[src/rtl/ram_burst_ctrl.sv]
// Burst controller between a command/stream interface and a single-port synchronous RAM.
// Reads are buffered in a 2-entry FIFO so rdata backpressure never loses a word.
module ram_burst_ctrl #(
    parameter int unsigned Width  = 32,
    parameter int unsigned Depth  = 256,
    parameter int unsigned MaxLen = 16,
    localparam int unsigned Aw    = $clog2(Depth),
    localparam int unsigned LenW  = $clog2(MaxLen)
) (
    input  logic             clk_i,
    input  logic             rst_ni,
    input  logic             cmd_valid_i,
    output logic             cmd_ready_o,
    input  logic             cmd_write_i,
    input  logic [Aw-1:0]    cmd_addr_i,
    input  logic [LenW-1:0]  cmd_len_i,
    input  logic             wdata_valid_i,
    output logic             wdata_ready_o,
    input  logic [Width-1:0] wdata_i,
    output logic             rdata_valid_o,
    input  logic             rdata_ready_i,
    output logic [Width-1:0] rdata_o,
    output logic             rdata_last_o,
    output logic             busy_o,
    output logic             ram_we_o,
    output logic             ram_re_o,
    output logic [Aw-1:0]    ram_addr_o,
    output logic [Width-1:0] ram_wdata_o,
    input  logic [Width-1:0] ram_rdata_i
);

    typedef enum logic [1:0] {StIdle, StWrite, StRead, StDrain} state_e;

    state_e          state_q;
    logic [Aw-1:0]   addr_q;
    logic [Aw-1:0]   addr_next;
    logic [LenW-1:0] remain_q;
    logic            last_beat;
    logic            inflight_q;
    logic            inflight_last_q;

    logic [Width-1:0] fifo_data_q [2];
    logic [1:0]       fifo_last_q;
    logic             wr_ptr_q;
    logic             rd_ptr_q;
    logic [1:0]       count_q;
    logic             push;
    logic             pop;
    logic [2:0]       occupancy;

    assign addr_next = (addr_q == Aw'(Depth - 1)) ? '0 : addr_q + 1'b1;
    assign last_beat = (remain_q == '0);

    assign cmd_ready_o   = (state_q == StIdle);
    assign busy_o        = (state_q != StIdle);
    assign wdata_ready_o = (state_q == StWrite);
    assign ram_we_o      = (state_q == StWrite) && wdata_valid_i;
    assign ram_wdata_o   = wdata_i;
    assign ram_addr_o    = addr_q;

    assign rdata_valid_o = (count_q != 2'd0);
    assign rdata_o       = rdata_valid_o ? fifo_data_q[rd_ptr_q] : '0;
    assign rdata_last_o  = rdata_valid_o & fifo_last_q[rd_ptr_q];

    assign pop  = rdata_valid_o & rdata_ready_i;
    assign push = inflight_q;

    // Words already buffered or on their way, after this cycle's pop; caps at the FIFO depth.
    assign occupancy = {1'b0, count_q} + {2'b00, inflight_q} - {2'b00, pop};
    assign ram_re_o  = (state_q == StRead) && (occupancy < 3'd2);

    always_ff @(posedge clk_i or negedge rst_ni) begin
        if (!rst_ni) begin
            state_q  <= StIdle;
            addr_q   <= '0;
            remain_q <= '0;
        end else begin
            unique case (state_q)
                StIdle: begin
                    if (cmd_valid_i) begin
                        addr_q   <= cmd_addr_i;
                        remain_q <= cmd_len_i;
                        state_q  <= cmd_write_i ? StWrite : StRead;
                    end
                end
                StWrite: begin
                    if (wdata_valid_i) begin
                        addr_q   <= addr_next;
                        remain_q <= remain_q - 1'b1;
                        if (last_beat) state_q <= StIdle;
                    end
                end
                StRead: begin
                    if (ram_re_o) begin
                        addr_q   <= addr_next;
                        remain_q <= remain_q - 1'b1;
                        if (last_beat) state_q <= StDrain;
                    end
                end
                StDrain: begin
                    if (count_q == 2'd0 && !inflight_q) state_q <= StIdle;
                end
                default: state_q <= StIdle;
            endcase
        end
    end

    always_ff @(posedge clk_i or negedge rst_ni) begin
        if (!rst_ni) begin
            inflight_q      <= 1'b0;
            inflight_last_q <= 1'b0;
            fifo_last_q     <= '0;
            wr_ptr_q        <= 1'b0;
            rd_ptr_q        <= 1'b0;
            count_q         <= 2'd0;
        end else begin
            inflight_q      <= ram_re_o;
            inflight_last_q <= ram_re_o & last_beat;
            if (push) begin
                fifo_last_q[wr_ptr_q] <= inflight_last_q;
                wr_ptr_q              <= ~wr_ptr_q;
            end
            if (pop) rd_ptr_q <= ~rd_ptr_q;
            count_q <= count_q + {1'b0, push} - {1'b0, pop};
        end
    end

    // Payload storage needs no reset; rdata_o is masked while the FIFO is empty.
    always_ff @(posedge clk_i) begin
        if (push) fifo_data_q[wr_ptr_q] <= ram_rdata_i;
    end

endmodule

[config.mk]
export PLATFORM = sky130hd
export DESIGN_NAME = ram_burst_ctrl
export DESIGN_NICKNAME = d
export VERILOG_FILES = /design/src/rtl/ram_burst_ctrl.sv
export SDC_FILE = /design/constraint.sdc
export NUM_CORES = 1
export LEC_CHECK = 0
export ABC_AREA = 1
export CORE_MARGIN = 1.5
export CORE_UTILIZATION = 47
export CTS_CLUSTER_DIAMETER = 30
export CTS_CLUSTER_SIZE = 14
export DETAILED_ROUTE_END_ITERATION = 16
export PLACE_DENSITY = 0.86
export SKIP_CTS_REPAIR_TIMING = 1
export SYNTH_ARGS = -nofsm -noshare
export SYNTH_HDL_FRONTEND = slang
export SYNTH_SLANG_ARGS = --single-unit
[constraint.sdc]
create_clock -name clk_i -period 4.5 [get_ports clk_i]
set_input_delay 0.45 -clock clk_i [delete_from_list [all_inputs] [get_ports clk_i]]
set_output_delay 0.45 -clock clk_i [all_outputs]
set_load 0.05 [all_outputs]
Yosys cells after proc, flatten, opt, wreduce, memory -nomap -nowiden
Memory sizes are Yosys's and may differ from the RTL's. Cells that the tools add are included.

Latch bits: 0. Output and inout port bits: 79. Memories: 1. Bits in writable memories: 64. Word-level logic and storage cells: 73. Bits in read-only memories: 0. Bits in registers: 22.

Memory list: fifo_data_q (depth 2, bits a word 32, rd ports 1, clocked after memory_dff 0, write ports 1, RTL line 42) `logic [Width-1:0] fifo_data_q [2];`.

Bitwise operators: 5. Add/subtract/negate cells: 6. Reductions and logical operators: 13. $lt $le $gt $ge: 4. Multiply operators: 0. Divide/modulo/power cells: 0. Eq/ne operators: 10. Shifts and indexed selects: 0. Muxes and demuxes: 25.

Operators by type and width (count): two-way mux 32 bit (1); two-way mux 8 bit (4); case mux 8 bit (3 select lines) (1); two-way mux 2 bit (7); two-way mux 4 bit (3); case mux 4 bit (3 select lines) (1); != test 2 bit (second input constant) (5); adder 8 x 1 -> 8 bit (second input constant) (1); == test 8 bit (second input constant) (1); case mux 2 bit (4 select lines) (1); AND reduction 6 bit (1); two-way mux 1 bit (5); == test 2 bit (second input constant) (2); logical AND 1 bit (4); zero test 2 bit (2); zero test 4 bit (1); < comparator 1 x 2 -> 1 bit (second input constant) (2); AND reduction 4 bit (1); nonzero test 2 bit (2); subtractor 4 x 1 -> 4 bit (second input constant) (1); adder 2 x 1 -> 3 bit (1); AND 1 bit (3); < comparator 3 x 2 -> 1 bit (second input constant) (1); nonzero test 3 bit (1); 10 further kinds (11).

Depth between registers and ports, before layout
Gate-level depths: netlist of the first run.

Depth in word-level cells: 7. Gate-level depth with buffers: 17. Mapped depth without buffers: 16.

Worst setup path before layout of the first run
No wires, ideal clock.

Path type: reg2out. Start point: register count_q[1]. End point: output port ram_re_o. Required time: 4.050 ns. Buffers on the path: 0. Arrival time: 2.859 ns. Setup slack: 1.191 ns. Stages on the path, launching flop included: 12. Cells stage by stage: dfrtp_1 > inv_2 > nand2_1 > inv_2 > nor2_1 > ha_1 > inv_1 > ha_1 > fa_1 > inv_1 > nand3_4 > nor2_1.

Longest elaborated chain between the ends: 5. Elaborated cells on any way between the ends: 6. Those cells by class: add/sub (2); order compare (1); bitwise (1); reduce/logical (2).

Ends and longest elaborated chain: start, declared (RTL line 46) `logic [1:0] count_q;`; start signal, assigned (RTL line 124) `count_q <= count_q + {1'b0, push} - {1'b0, pop};`; nonzero test 2 bit (RTL line 61) `assign rdata_valid_o = (count_q != 2'd0);`; net rdata_valid_o (RTL line 20) `output logic rdata_valid_o,`; AND 1 bit (RTL line 65) `assign pop = rdata_valid_o & rdata_ready_i;`; net pop (RTL line 48) `logic pop;`; subtractor 3 x 1 -> 3 bit (RTL line 69) `assign occupancy = {1'b0, count_q} + {2'b00, inflight_q} - {2'b00, pop};`; net occupancy[1] (RTL line 49) `logic [2:0] occupancy;`; < comparator 3 x 2 -> 1 bit (RTL line 70) `assign ram_re_o = (state_q == StRead) && (occupancy < 3'd2);`; logical AND 1 bit (RTL line 70); end, declared (RTL line 26) `output logic ram_re_o,`.

The timed path passes the listed nets, and every way through them passes these cells.

Worst setup path after layout of the first run
Start point: input port rdata_ready_i. End point: output port ram_re_o.

Longest elaborated chain between the ends: 4.

Ends and longest elaborated chain: start, declared (RTL line 21) `input logic rdata_ready_i,`; AND 1 bit (RTL line 65); net pop (RTL line 48); subtractor 3 x 1 -> 3 bit (RTL line 69); net occupancy[1] (RTL line 49); < comparator 3 x 2 -> 1 bit (RTL line 70); logical AND 1 bit (RTL line 70).

The timed path passes the listed nets, and every way through them passes these cells.

==> flow_summary.ini, run 1 <==
[worst_setup_path]
worstPathMaxFanout = 3
cp.arrival_ps = 3250
path_common_cell = inv_1
r2r-start = count_q[1]$_DFF_PN0_
reg2reg_depth = 15
worstSetupStartpointType = input pin
endpoint_kind = output pin
critical_path_class = in2out
rrSetupSlack_ps = 1870
cp.required_ps = 4050
slowest_stage = clkdlybuf4s50_1
critPathMaxStageDelay_ps = 830
r2r-end = ram_addr_o[0]$_DFFE_PN0P_
path_cells = clkdlybuf4s50_1, inv_1, nor2_1, ha_1, inv_1, ha_1, fa_1, inv_1, nand3_4, nor2_1, clkdlybuf4s50_1

[placed_design]
dp_cells = 570
gp_congestion = 0.846
io_buffers = 96
hpwl_um = 5830

[clock_network]
cts_buffers = 9
cts_root_buf = clkbuf_8
numClockSinks = 86
htreeDepth = 3
clk_latency_ps = 340
cts_tree = yes
path_clk_slew_ps = 80
clk_path_buf_depth = 2

[die]
core_area_um2 = 8640
dieHeight_um = 96.9
die_area_um2 = 9390
initial_utilization_pct = 48.0
die_w_um = 96.9
rows = 34
io_pins = 161

[global_route]
grt_overflow = 0
grtUsageTotal_pct = 18.1
grt_max_degree = 35
grt_first_pass_wirelength_um = 13600
grt_pass1_vias = 2829
antenna_found_initial = 0

[synthesis]
syn_area_per_cell_um2 = 10.2
synth_area_leaders = edfxtp_1 (46%), dfrtp_1 (13%), nand2_1 (12%)
syn_inst = 408
synthXorXnorAreaFrac_pct = 0.211
ys_types = 26
muxShareOfSynthArea_pct = 0
synth-simple-area-share_pct = 19.4
synth-seq-area-share_pct = 59.6
yosysTopAreaCell = edfxtp_1
synth_flop_cell = edfxtp_1
synth_top_family_by_area = simple AND/OR/NAND/NOR gates
synth_most_common_cell = nand2_1
ys_warn_count = 0
synth_compound_gate_area_share_pct = 7.00
async_reset_ff_share_pct = 25.6
ys_ff_latch = 86
synth.cell_area_um2 = 4150
synth_edf_count = 64
yosys-top-cells-count = nand2_1 (131), edfxtp_1 (64), a21oi_1 (34)
yosysTopAreaCellShare_pct = 46.3
synth.net_count = 499
synthAdderAreaFrac_pct = 2.90

[worst_hold_path]
hp-class = reg2reg
hold_end = fifo_last_q[1]$_DFFE_PN0P_
holdPathStages = 2
min_from = fifo_last_q[1]$_DFFE_PN0P_

[power]
vdd_drop_max_v = 0.000467
leakage_nw = 2.13
p_per_area_nw_per_um2 = 804

[outcome]
status = completed

[timing]
rsz0062_at_grt = false
min_period_ps = 3700
fmax_ghz = 0.271
whs_ps = 490
worstMarginPinSlew_ps = 1040
slew_viol_final = 0
finalSetupTns_ps = 0
finClkSkew_ps = 7.67
setup_viol = 0
relSlewSlack_pct = 30.8
finalCritPeriodShare_pct = 82.1
finalHoldViolations = 0

[routing]
wl_per_cell_um = 14.2
post_drt_via_cell_ratio = 5.03
via_count = 2946
drt_pass1_iterations = 4
drtIter0Drc = 95
drt-total-wl_um = 8310
drtAntennaViolNets = 0
drc = 0

[finish]
drive_gt1_share_pct = 10.0
antennaDiodeCount = 0
syn_to_final_growth_pct = 24.4
final_cell_count_no_fill = 586
nets = 564

[job]
cap_viol_max_count = 0
-- how the worst max path moves through the flow --
stage,start,end,slack (ps)
3_5_place_dp,rdata_ready_i,ram_re_o,810
5_1_grt,count_q[1]$_DFF_PN0_,ram_re_o,630
4_1_cts,rdata_ready_i,ram_re_o,800
6_report,rdata_ready_i,ram_re_o,800
3_3_place_gp,rdata_ready_i,ram_re_o,840
2_1_floorplan,count_q[1]$_DFF_PN0_,ram_re_o,1190
-- stage by stage --
step	setup WS [ps]	area (um2)	power, W	utilization, %
3_3_place_gp	841	4960	0.00357	57.4
5_1_grt	632	5160	0.00440	59.7
3_5_place_dp	805	4960	0.00364	57.4
6_report	805	5160	0.00415	59.7
2_1_floorplan	1190	4150	0.00303	-
4_1_cts	800	5160	0.00418	59.7
-- critical path: cells and delay by family --
| family | cells | cell delay, ps |
|---|---|---|
| and+or+nand+nor | 3 | 390 |
| buffers and inverters | 5 | 1550 |
| adders and majority gates | 3 | 850 |
-- power breakdown --
| group | switching, W | total (W) | internal, W |
|---|---|---|---|
| sequential | 0.0000941 | 0.00112 | 0.00103 |
| clock | 0.000282 | 0.000547 | 0.000264 |
| combinational | 0.00171 | 0.00248 | 0.000769 |
| total | 0.00209 | 0.00415 | 0.00206 |
-- registers in the layout, indices dropped and copies added (netlist names) --
signal           flops
fifo_last_q          2
inflight_last_q      1
rd_ptr_q             1
ram_addr_o           8
inflight_q           1
remain_q             4
wr_ptr_q             1
fifo_data_q         64
count_q              2
state_q              2
-- metal layers --
layer  global-route usage [%]  vias to the layer above  part of all wire, %
met5                        0                        -                    0
met4                     6.35                        0                  1.9
met3                     4.48                       25                  6.5
met2                     29.6                      126                   49
met1                     23.4                     1363                   42
li1                         -                     1432                    -
-- cell usage in the layout, fill, tap and decap left out, drive strengths merged --
cell,instances
nand2,146
nand3,9
bufinv,1
ha,8
dfrtp,22
fa,1
clkbuf,9
inv,39
xor2,1
nor4,1
a21oi,34
clkinvlp,1
nand4,4
buf,3
clkinv,1
or2,1
nor2,19
edfxtp,64
o21ai,18
clkdlybuf4s50,96
-- cell families after synthesis --
logic type,count (synthesis)
AOI/OAI and AO/OA,52
adders and majority gates,9
xor gates and xnor gates,1
DFF,86
and+or+nand+nor,180
buffers and inverters,80
-- final cells by class --
| type | count | area [um2] |
|---|---|---|
| clock buffers | 9 | 124 |
| clock inverters | 7 | 78.8 |
| fillers | 698 | 3480 |
| inverters | 35 | 134 |
| multi-input cells | 242 | 1230 |
| flip-flops and latches | 86 | 2470 |
| well taps | 108 | 135 |
| repair buffers | 99 | 983 |
(Power assumes the default switching activity.)
==> run 2: changes to the inputs <==
--- a/config.mk
+++ b/config.mk
@@ -7,11 +7,11 @@
 export LEC_CHECK = 0
 export ABC_AREA = 1
 export CORE_MARGIN = 1.5
-export CORE_UTILIZATION = 47
+export CORE_UTILIZATION = 44
 export CTS_CLUSTER_DIAMETER = 30
 export CTS_CLUSTER_SIZE = 14
 export DETAILED_ROUTE_END_ITERATION = 16
-export PLACE_DENSITY = 0.86
+export PLACE_DENSITY = 0.82
 export SKIP_CTS_REPAIR_TIMING = 1
 export SYNTH_ARGS = -nofsm -noshare
 export SYNTH_HDL_FRONTEND = slang
==> constraint.sdc (replaced) <==
create_clock -name clk_i -period 3.6 [get_ports clk_i]
set_input_delay 0.36 -clock clk_i [delete_from_list [all_inputs] [get_ports clk_i]]
set_output_delay 0.36 -clock clk_i [all_outputs]
set_load 0.05 [all_outputs]
==> run 2 against run 1 <==
Net effect:
- worst hold slack better by 15 ps
- non-clock buffer count rose by 1
- clock-buffer cell count stayed put
- final area rose by 0.41%
- setup slack lost 290 ps
- routed wire length rose by 6.2%
- combinational power is 26% higher
- utilization fell by 3.4 points
- flip-flop and latch count did not move
- critical endpoint unchanged
==> flow_summary.ini, run 2 (synthesized netlist as in run 1, its figures left out) <==
[power]
vdd_drop_max_v = 0.000563
p_int_w = 0.00259
switching_share_pct = 50.6
p_comb_share_pct = 59.8
seq_power_share_pct = 27.0
pwr-share-clk_pct = 13.3
power.switching_w = 0.00265
p_per_area_nw_per_um2 = 1010
leakage_nw = 2.14

[clock_network]
clk_path_buf_depth = 2
numClockSinks = 86
cts_buffers = 9
path_clk_slew_ps = 90
htreeDepth = 3
clk_latency_ps = 350
cts_tree = yes
cts_root_buf = clkbuf_8

[outcome]
status = completed

[finish]
layout_common_cells = nand2_1 (131), clkdlybuf4s50_1 (94), edfxtp_1 (64)
final_util_pct = 56.3
final_common_cell = nand2_1
antennaDiodeCount = 0
fill_cells = 772
largest_register_ffs = 64
largest_register = fifo_data_q
nets = 565
syn_to_final_growth_pct = 24.9
drive_gt1_share_pct = 10.9

[routing]
drt_pass1_iterations = 4
post_drt_via_cell_ratio = 5.03
drtAntennaViolNets = 0
drt-total-wl_um = 8830
wl_per_cell_um = 15.0
via_count = 2968
drtIter0Drc = 137
drc = 0

[die]
core_area_um2 = 9200
initial_utilization_pct = 45.1
dieHeight_um = 100
rows = 35
io_pins = 161
die_w_um = 100
die_area_um2 = 10000

[global_route]
grt-busiest-layer = met2
grt_use_met3_pct = 4.74
grt_first_pass_wirelength_um = 14300
grtUsageTotal_pct = 18.4
grt_max_degree = 35
antenna_found_initial = 0
grt_overflow = 0
grtUsageMet1_pct = 22.9
met2_usage_pct = 30.8
grt_pass1_vias = 2978

[timing]
fmax_ghz = 0.325
relSlewSlack_pct = 33.1
finalCritPeriodShare_pct = 85.6
setup_viol = 0
rsz0062_at_grt = false
finalSetupTns_ps = 0
min_period_ps = 3080
finClkSkew_ps = 8.13
finalHoldViolations = 0
worstMarginPinSlew_ps = 1000
slew_viol_final = 0

[worst_setup_path]
reg2reg_depth = 15
endpoint_kind = output pin
cp.arrival_ps = 2720
cp.required_ps = 3240
worstSetupStartpointType = flip-flop
critical_path_class = reg2out
worstPathMaxFanout = 3

[worst_hold_path]
hp-class = reg2reg
holdPathStages = 2

[placed_design]
hpwl_um = 6220
gp_congestion = 0.887
io_buffers = 96

[job]
cap_viol_max_count = 0
## run 2: cell count changes in the layout (fill, tap and decap cells not counted)
cell,delta
clkinv_4,+2
inv_8,-1
buf_12,+1
buf_4,+2
clkdlybuf4s50_1,-2
clkinv_1,-1
## run 2: power by group through the flow
stage          logic (W)  clock network (W)  registers [W]
6_report         0.00313           0.000694        0.00141
5_1_grt          0.00338           0.000752        0.00144
4_1_cts          0.00315           0.000707        0.00141
3_5_place_dp     0.00315                  0        0.00143
3_3_place_gp     0.00307                  0        0.00142
2_1_floorplan    0.00224                  0        0.00154
## run 2: layout make-up
type / instances / area (um2) / area share, %
well taps: 111 / 139 / 2.68
repair buffers: 100 / 998 / 19.3
flip-flops and latches: 86 / 2470 / 47.7
clock inverters: 7 / 81.3 / 1.57
multi-input cells: 242 / 1230 / 23.8
clock buffers: 9 / 124 / 2.39
inverters: 35 / 134 / 2.58
## run 2: worst paths after layout
check | from | endpoint | slack, ps
max in group asynchronous | rst_ni | state_q[0]$_DFFE_PN0P_ | 2430
setup / recovery | count_q[1]$_DFF_PN0_ | ram_re_o | 520
hold / removal | fifo_last_q[1]$_DFFE_PN0P_ | fifo_last_q[1]$_DFFE_PN0P_ | 500
min in group asynchronous | rst_ni | ram_addr_o[0]$_DFFE_PN0P_ | 550
setup reg to reg | count_q[1]$_DFF_PN0_ | remain_q[3]$_DFFE_PN0P_ | 950
hold reg to reg | fifo_last_q[1]$_DFFE_PN0P_ | fifo_last_q[1]$_DFFE_PN0P_ | 500
## run 2: through the flow
stage	setup slack (ps)	total power, W	instance area (um2)	cells	hold slack, ps
2_1_floorplan	381	0.00379	4150	408	64.4
3_3_place_gp	687	0.00450	4970	574	467
5_1_grt	332	0.00557	5180	590	542
6_report	519	0.00524	5180	590	505
3_5_place_dp	635	0.00458	4970	574	494
4_1_cts	486	0.00527	5180	590	515
## run 2: layer usage
layer  part of all wire (%)  wire length (um)
met5                      0                 0
met2                     48              4270
met3                    8.4               741
met4                    1.8               160
met1                     41              3660
## run 2: critical path, cell delays in order (launching register included)
cell     delay [ps]
dfrtp_1         380
inv_2            80
nand2_1         140
inv_2            50
nor2_1          180
ha_1            270
inv_1            60
ha_1            150
fa_1            440
inv_1           110
nand3_4          90
nor2_1          250
buf_12          180
